## src/rtl/easyaxi_wr_arb.sv

```systemverilog
// N:1 AXI write-path arbiter: round-robin grant per burst over AW+W.
// W beats are counted against the captured AWLEN; WLAST mismatches are flagged.
//
// state | meaning
// ------+---------------------------------------------------------
// IDLE  | no owner; pick next requester after rr_ptr
// AW    | owner selected, forwarding its AW channel
// W     | AW accepted, forwarding W beats until counted last beat
module easyaxi_wr_arb #(
    parameter int  MST_NUM = 4,
    parameter int  ADDR_W  = 32,
    parameter int  DATA_W  = 32,
    parameter int  ID_W    = 4,
    localparam int IDX_W   = $clog2(MST_NUM)
) (
    input  logic                      clk,
    input  logic                      rst_n,
    input  logic [MST_NUM-1:0]        m_awvalid,
    output logic [MST_NUM-1:0]        m_awready,
    input  logic [MST_NUM*ADDR_W-1:0] m_awaddr,
    input  logic [MST_NUM*8-1:0]      m_awlen,
    input  logic [MST_NUM*ID_W-1:0]   m_awid,
    input  logic [MST_NUM-1:0]        m_wvalid,
    output logic [MST_NUM-1:0]        m_wready,
    input  logic [MST_NUM*DATA_W-1:0] m_wdata,
    input  logic [MST_NUM-1:0]        m_wlast,
    output logic                      s_awvalid,
    input  logic                      s_awready,
    output logic [ADDR_W-1:0]         s_awaddr,
    output logic [7:0]                s_awlen,
    output logic [ID_W-1:0]           s_awid,
    output logic                      s_wvalid,
    input  logic                      s_wready,
    output logic [DATA_W-1:0]         s_wdata,
    output logic                      s_wlast,
    output logic [IDX_W-1:0]          grant_idx,
    output logic                      grant_vld,
    output logic                      wlast_err
);

    typedef enum logic [1:0] {
        S_IDLE = 2'd0,
        S_AW   = 2'd1,
        S_W    = 2'd2
    } state_t;

    state_t           state_q, state_d;
    logic [IDX_W-1:0] grant_idx_q, grant_idx_d;
    logic [IDX_W-1:0] rr_ptr_q, rr_ptr_d;
    logic             grant_vld_q, grant_vld_d;
    logic [7:0]       beat_cnt_q, beat_cnt_d;
    logic [7:0]       len_q, len_d;
    logic             wlast_err_q, wlast_err_d;

    logic [IDX_W-1:0] arb_idx;
    logic [IDX_W-1:0] cand;
    logic             arb_found;
    logic             aw_hs;
    logic             w_hs;
    logic             last_beat;

    // Scan from the slot after the previous owner so it has lowest priority.
    always_comb begin
        arb_found = 1'b0;
        arb_idx   = rr_ptr_q;
        cand      = '0;
        for (int off = 1; off <= MST_NUM; off++) begin
            cand = IDX_W'((int'(rr_ptr_q) + off) % MST_NUM);
            if (!arb_found && m_awvalid[cand]) begin
                arb_found = 1'b1;
                arb_idx   = cand;
            end
        end
    end

    always_comb begin
        state_d     = state_q;
        grant_idx_d = grant_idx_q;
        rr_ptr_d    = rr_ptr_q;
        grant_vld_d = grant_vld_q;
        beat_cnt_d  = beat_cnt_q;
        len_d       = len_q;
        wlast_err_d = 1'b0;

        m_awready = '0;
        m_wready  = '0;
        s_awvalid = 1'b0;
        s_wvalid  = 1'b0;
        s_wlast   = 1'b0;
        s_awaddr  = m_awaddr[grant_idx_q*ADDR_W +: ADDR_W];
        s_awlen   = m_awlen[grant_idx_q*8 +: 8];
        s_awid    = m_awid[grant_idx_q*ID_W +: ID_W];
        s_wdata   = m_wdata[grant_idx_q*DATA_W +: DATA_W];
        aw_hs     = 1'b0;
        w_hs      = 1'b0;
        last_beat = (beat_cnt_q == len_q);

        unique case (state_q)
            S_IDLE: begin
                if (arb_found) begin
                    grant_idx_d = arb_idx;
                    grant_vld_d = 1'b1;
                    state_d     = S_AW;
                end
            end
            S_AW: begin
                s_awvalid              = m_awvalid[grant_idx_q];
                m_awready[grant_idx_q] = s_awready;
                aw_hs                  = m_awvalid[grant_idx_q] & s_awready;
                if (aw_hs) begin
                    len_d      = s_awlen;
                    beat_cnt_d = 8'd0;
                    rr_ptr_d   = grant_idx_q;
                    state_d    = S_W;
                end
            end
            S_W: begin
                s_wvalid              = m_wvalid[grant_idx_q];
                m_wready[grant_idx_q] = s_wready;
                s_wlast               = last_beat;
                w_hs                  = m_wvalid[grant_idx_q] & s_wready;
                if (w_hs) begin
                    // The counted length decides the end; master WLAST is only audited.
                    wlast_err_d = (m_wlast[grant_idx_q] != last_beat);
                    if (last_beat) begin
                        grant_vld_d = 1'b0;
                        state_d     = S_IDLE;
                    end else begin
                        beat_cnt_d = beat_cnt_q + 8'd1;
                    end
                end
            end
            default: begin
                state_d     = S_IDLE;
                grant_vld_d = 1'b0;
            end
        endcase
    end

    always_ff @(posedge clk or negedge rst_n) begin
        if (!rst_n) begin
            state_q     <= S_IDLE;
            grant_idx_q <= '0;
            rr_ptr_q    <= IDX_W'(MST_NUM - 1);
            grant_vld_q <= 1'b0;
            beat_cnt_q  <= 8'd0;
            len_q       <= 8'd0;
            wlast_err_q <= 1'b0;
        end else begin
            state_q     <= state_d;
            grant_idx_q <= grant_idx_d;
            rr_ptr_q    <= rr_ptr_d;
            grant_vld_q <= grant_vld_d;
            beat_cnt_q  <= beat_cnt_d;
            len_q       <= len_d;
            wlast_err_q <= wlast_err_d;
        end
    end

    assign grant_idx = grant_idx_q;
    assign grant_vld = grant_vld_q;
    assign wlast_err = wlast_err_q;

endmodule

```

## config.mk

```make
export PLATFORM = sky130hd
export DESIGN_NAME = easyaxi_wr_arb
export DESIGN_NICKNAME = d
export VERILOG_FILES = /design/src/rtl/easyaxi_wr_arb.sv
export SDC_FILE = /design/constraint.sdc
export NUM_CORES = 1
export LEC_CHECK = 0
export CELL_PAD_IN_SITES_DETAIL_PLACEMENT = 0
export CELL_PAD_IN_SITES_GLOBAL_PLACEMENT = 1
export CORE_AREA = 5 5 156 158
export DETAILED_ROUTE_END_ITERATION = 12
export DIE_AREA = 0 0 161 163
export HOLD_SLACK_MARGIN = 0.15
export PLACE_DENSITY_LB_ADDON = 0.1
export SYNTH_ARGS = -nofsm -noshare
export SYNTH_HDL_FRONTEND = slang
export SYNTH_SLANG_ARGS = --single-unit
export TNS_END_PERCENT = 1
```

## constraint.sdc

```tcl
create_clock -name clk -period 2.6 [get_ports clk]
set_clock_uncertainty 0.15 [all_clocks]
set_input_delay 0.52 -clock clk [delete_from_list [all_inputs] [get_ports clk]]
set_output_delay 0.52 -clock clk [all_outputs]
set_load 0.02 [all_outputs]
```

==> results of run 1 <==
## worst paths after layout
check / startpoint / to / slack (ns) / cells after the start
max: grant_idx[0]$_DFFE_PN0P_ / s_wdata[21] / 0.04 / 4
min: grant_vld$_DFFE_PN0P_ / grant_vld$_DFFE_PN0P_ / 0.36 / 1
max reg2reg: grant_idx[0]$_DFFE_PN0P_ / beat_cnt_q[7]$_DFFE_PN0P_ / 0.21 / 7
min reg2reg: grant_vld$_DFFE_PN0P_ / grant_vld$_DFFE_PN0P_ / 0.36 / 1
max in group asynchronous: rst_n / rr_ptr_q[0]$_DFFE_PN1P_ / 1.51 / 2
min in group asynchronous: rst_n / len_q[6]$_DFFE_PN0P_ / 0.49 / 2
## critical path, delay by kind of cell, from the launching register on
kind | cells | cell delay [ns]
muxes | 1 | 0.53
buffers and inverters | 3 | 0.62
DFF | 1 | 0.47
## layout by cell type, fill, tap and decap left out, drive strengths merged, types with 3 or more instances in the layout
master | synthesis | final
clkdlybuf4s50 | 0 | 324
mux4 | 79 | 79
buf | 11 | 51
clkbuf | 10 | 30
dfrtp | 22 | 22
dlygate4sd2 | 0 | 21
clkdlybuf4s15 | 0 | 15
nor2 | 13 | 13
mux2 | 11 | 11
nand2 | 10 | 10
xnor2 | 10 | 10
nor3 | 7 | 7
diode | 0 | 5
mux2i | 5 | 5
dlymetal6s2s | 0 | 5
nand4 | 5 | 5
o21ai | 5 | 5
and3 | 4 | 4
nand2b | 3 | 3
inv | 3 | 3
nand3 | 3 | 3
## repair_timing
item                       4_1_cts  5_1_grt
gates cloned                     2        0
setup buffers                    2        0
setup endpoints to repair       77       49
resized for setup              145       62
## metrics by stage
| step | setup slack (ns) | std cells |
|---|---|---|
| after global placement | -0.307 | 934 |
| after floorplan | 0.0883 | 226 |
| after detailed placement | -0.324 | 934 |
| after global routing | -0.0294 | 946 |
| after CTS | -0.0845 | 942 |
| final | 0.0434 | 947 |
## sequential cells by signal, indices dropped and copies added, names as in the netlist
signal      flops
wlast_err       1
grant_vld       1
rr_ptr_q        2
beat_cnt_q      8
grant_idx       2
len_q           8
state_q         2
## cell families (layout without fill, tap and decap cells)
| group | after synthesis | in the layout | share of synthesized area, % |
|---|---|---|---|
| compound gates | 17 | 17 | 3.79 |
| xor+xnor | 11 | 11 | 3.04 |
| flops | 24 | 24 | 19.0 |
| simple gates | 54 | 54 | 8.91 |
| fa+ha+maj | 1 | 1 | 0.394 |
| other cells | 0 | 5 | 0 |
| buf+inv | 24 | 450 | 3.31 |
| mux | 95 | 95 | 61.6 |
## routing by layer
layer  track usage (%)  routed length (um)  vias to the layer above
met3              7.52                2210                       38
met1              15.9                7240                     1945
met4              3.26                 400                       22
li1                  -                   -                     1831
met5                 0                 149                        -
met2              32.4               12700                      185
## cell type report
class,instances,area (um^2)
clock inverter,1,30.0
clock buffer,3,75.1
multi-input combinational,178,2460
fill,2336,15100
tap,290,363
inverter,3,11.3
timing repair buffer,443,4290
antenna,5,12.5
sequential,24,611
## power by group through the flow
stage	Combinational, W	Sequential (W)	Clock, W
after floorplan	0.00311	0.000644	0
after global placement	0.00586	0.000690	0
after detailed placement	0.00585	0.000689	0
after CTS	0.00569	0.000678	0.000452
after global routing	0.00581	0.000699	0.000467
final	0.00545	0.000673	0.000440
==> reports/summary.txt, run 1 <==
Clock sink total: 24
Clock slew at reported path FFs: 0.06 ns
Nets: 974
I/O Buffers: 410
Post-synth net total: 547
HPWL Detailed: 20.3 mm
Slew Viols, Final: 0
Combinational Power Share: 83.0%
Hold Path Class: reg2reg
Flop pwr share: 10.3%
Area post-placement: 7830 um^2
Vias in the first global route: 4,583
Fin. Hold Viols: 0
Worst-case vdd ir drop: 0.267 mV
Number of routed nets with antenna violations: 0
DRC: 0
Largest area contributor in the netlist: mux4_2
CORE AREA: 23,000 um^2
Fin crit period: 2.56 ns
P_sw: 0.00292 W
Clock Latency Late Sink: 0.26 ns
CTS tree: built
Async set-reset flop share out of synthesis: 100%
Post-synth EDFFs: 0
RSZ-0062 raised after global routing: yes
Critical Path Sink Type: output port
Critical path required time: 1.93 ns
Largest net degree at the start of global routing: 46
Max cap viols: 0
WHS: 0.359 ns
Detailed-route via count: 4,021
Worst slew margin: 74.0%
Syn Std Cell Area: 3170 um^2
Cells along the critical path: buf_12, buf_16, mux4_2, clkdlybuf4s15_2
Die area: 26,200 um^2
Commonest cells post-synth: 79 x mux4_2, 22 x dfrtp_1, 13 x nor2_1
Worst Tran Pin Value: 0.388 ns
Initial DRC count: 89
Layout cells sized above 1: 28.1%
Layout Utilization: 34.2%
Routed wire length: 22.7 mm
Chip height: 163 um
Status: finished clean
Power density over the cells: 836 nW/um^2
Vias/cell: 4.25
Setup crit start kind: register
First-pass GRT wire length: 31.9 mm
Synthesized flop and latch total: 24
Switching share of power: 44.5%
Root Driver: clkbuf_16
Row cnt: 56
CTS Hold Bufs: 0
Seq/Total Area, Yosys: 19.0%
Synth warnings: 0
Internal power: 0.00365 W
Slowest CP cell: mux4_2
Layout overhead on the synthesized area: 148%
Total power: 0.00656 W
Setup violators final: 0
Power share of the clock group: 6.7%
Total GRT Usage: 16.5%
Cell variety after synth: 42
H-tree depth: 1
WL/cell: 24.0 um
CP max FO: 13
Post-synthesis cell count: 226
Clock Path Buffers: 2
Achievable Freq: 391 MHz
Router iterations before antenna repair: 4
Share of Yosys cell area claimed by the top area cell type: 56.1%
Most common cell in the netlist: mux4_2
Fin area: 7850 um^2
Period utilization: 98.3%
Ranking of synthesized cells by area: mux4_2 56%, dfrtp_1 17%, xnor2_1 2.8%, mux2_1 2.5%, dfstp_2 1.7%
Avg Cell Area, Syn: 14.0 um^2
Ports: 411
DIE WIDTH: 161 um
Critical path arrival: 1.89 ns
Num CTS Buffers: 3
Main synth FF type: dfrtp_1
GRT overflow: 0
Gp weighted congestion: 0.854
Critical path type: reg2out
CP max stage delay: 0.53 ns
Initial antenna violation count: 15
Initial Util: 13.8%
P_leak: 3.08 nW
Setup tns final: 0 ns
(Power assumes the default switching activity.)
==> inputs of run 2 (changes only) <==
--- a/config.mk
+++ b/config.mk
@@ -5,6 +5,7 @@
 export SDC_FILE = /design/constraint.sdc
 export NUM_CORES = 1
 export LEC_CHECK = 0
+export ABC_CLOCK_PERIOD_IN_PS = 2600
 export CELL_PAD_IN_SITES_DETAIL_PLACEMENT = 0
 export CELL_PAD_IN_SITES_GLOBAL_PLACEMENT = 1
 export CORE_AREA = 5 5 156 158
==> results of run 2 <==
The final DEF is identical to that of run 1; final timing and power are the same.
==> inputs of run 3 (changes only) <==
--- a/config.mk
+++ b/config.mk
@@ -13,6 +13,7 @@
 export DIE_AREA = 0 0 161 163
 export HOLD_SLACK_MARGIN = 0.15
 export PLACE_DENSITY_LB_ADDON = 0.1
+export SLEW_MARGIN = 40
 export SYNTH_ARGS = -nofsm -noshare
 export SYNTH_HDL_FRONTEND = slang
 export SYNTH_SLANG_ARGS = --single-unit
==> results of run 3 <==
The final DEF is identical to that of run 1; final timing and power are the same.
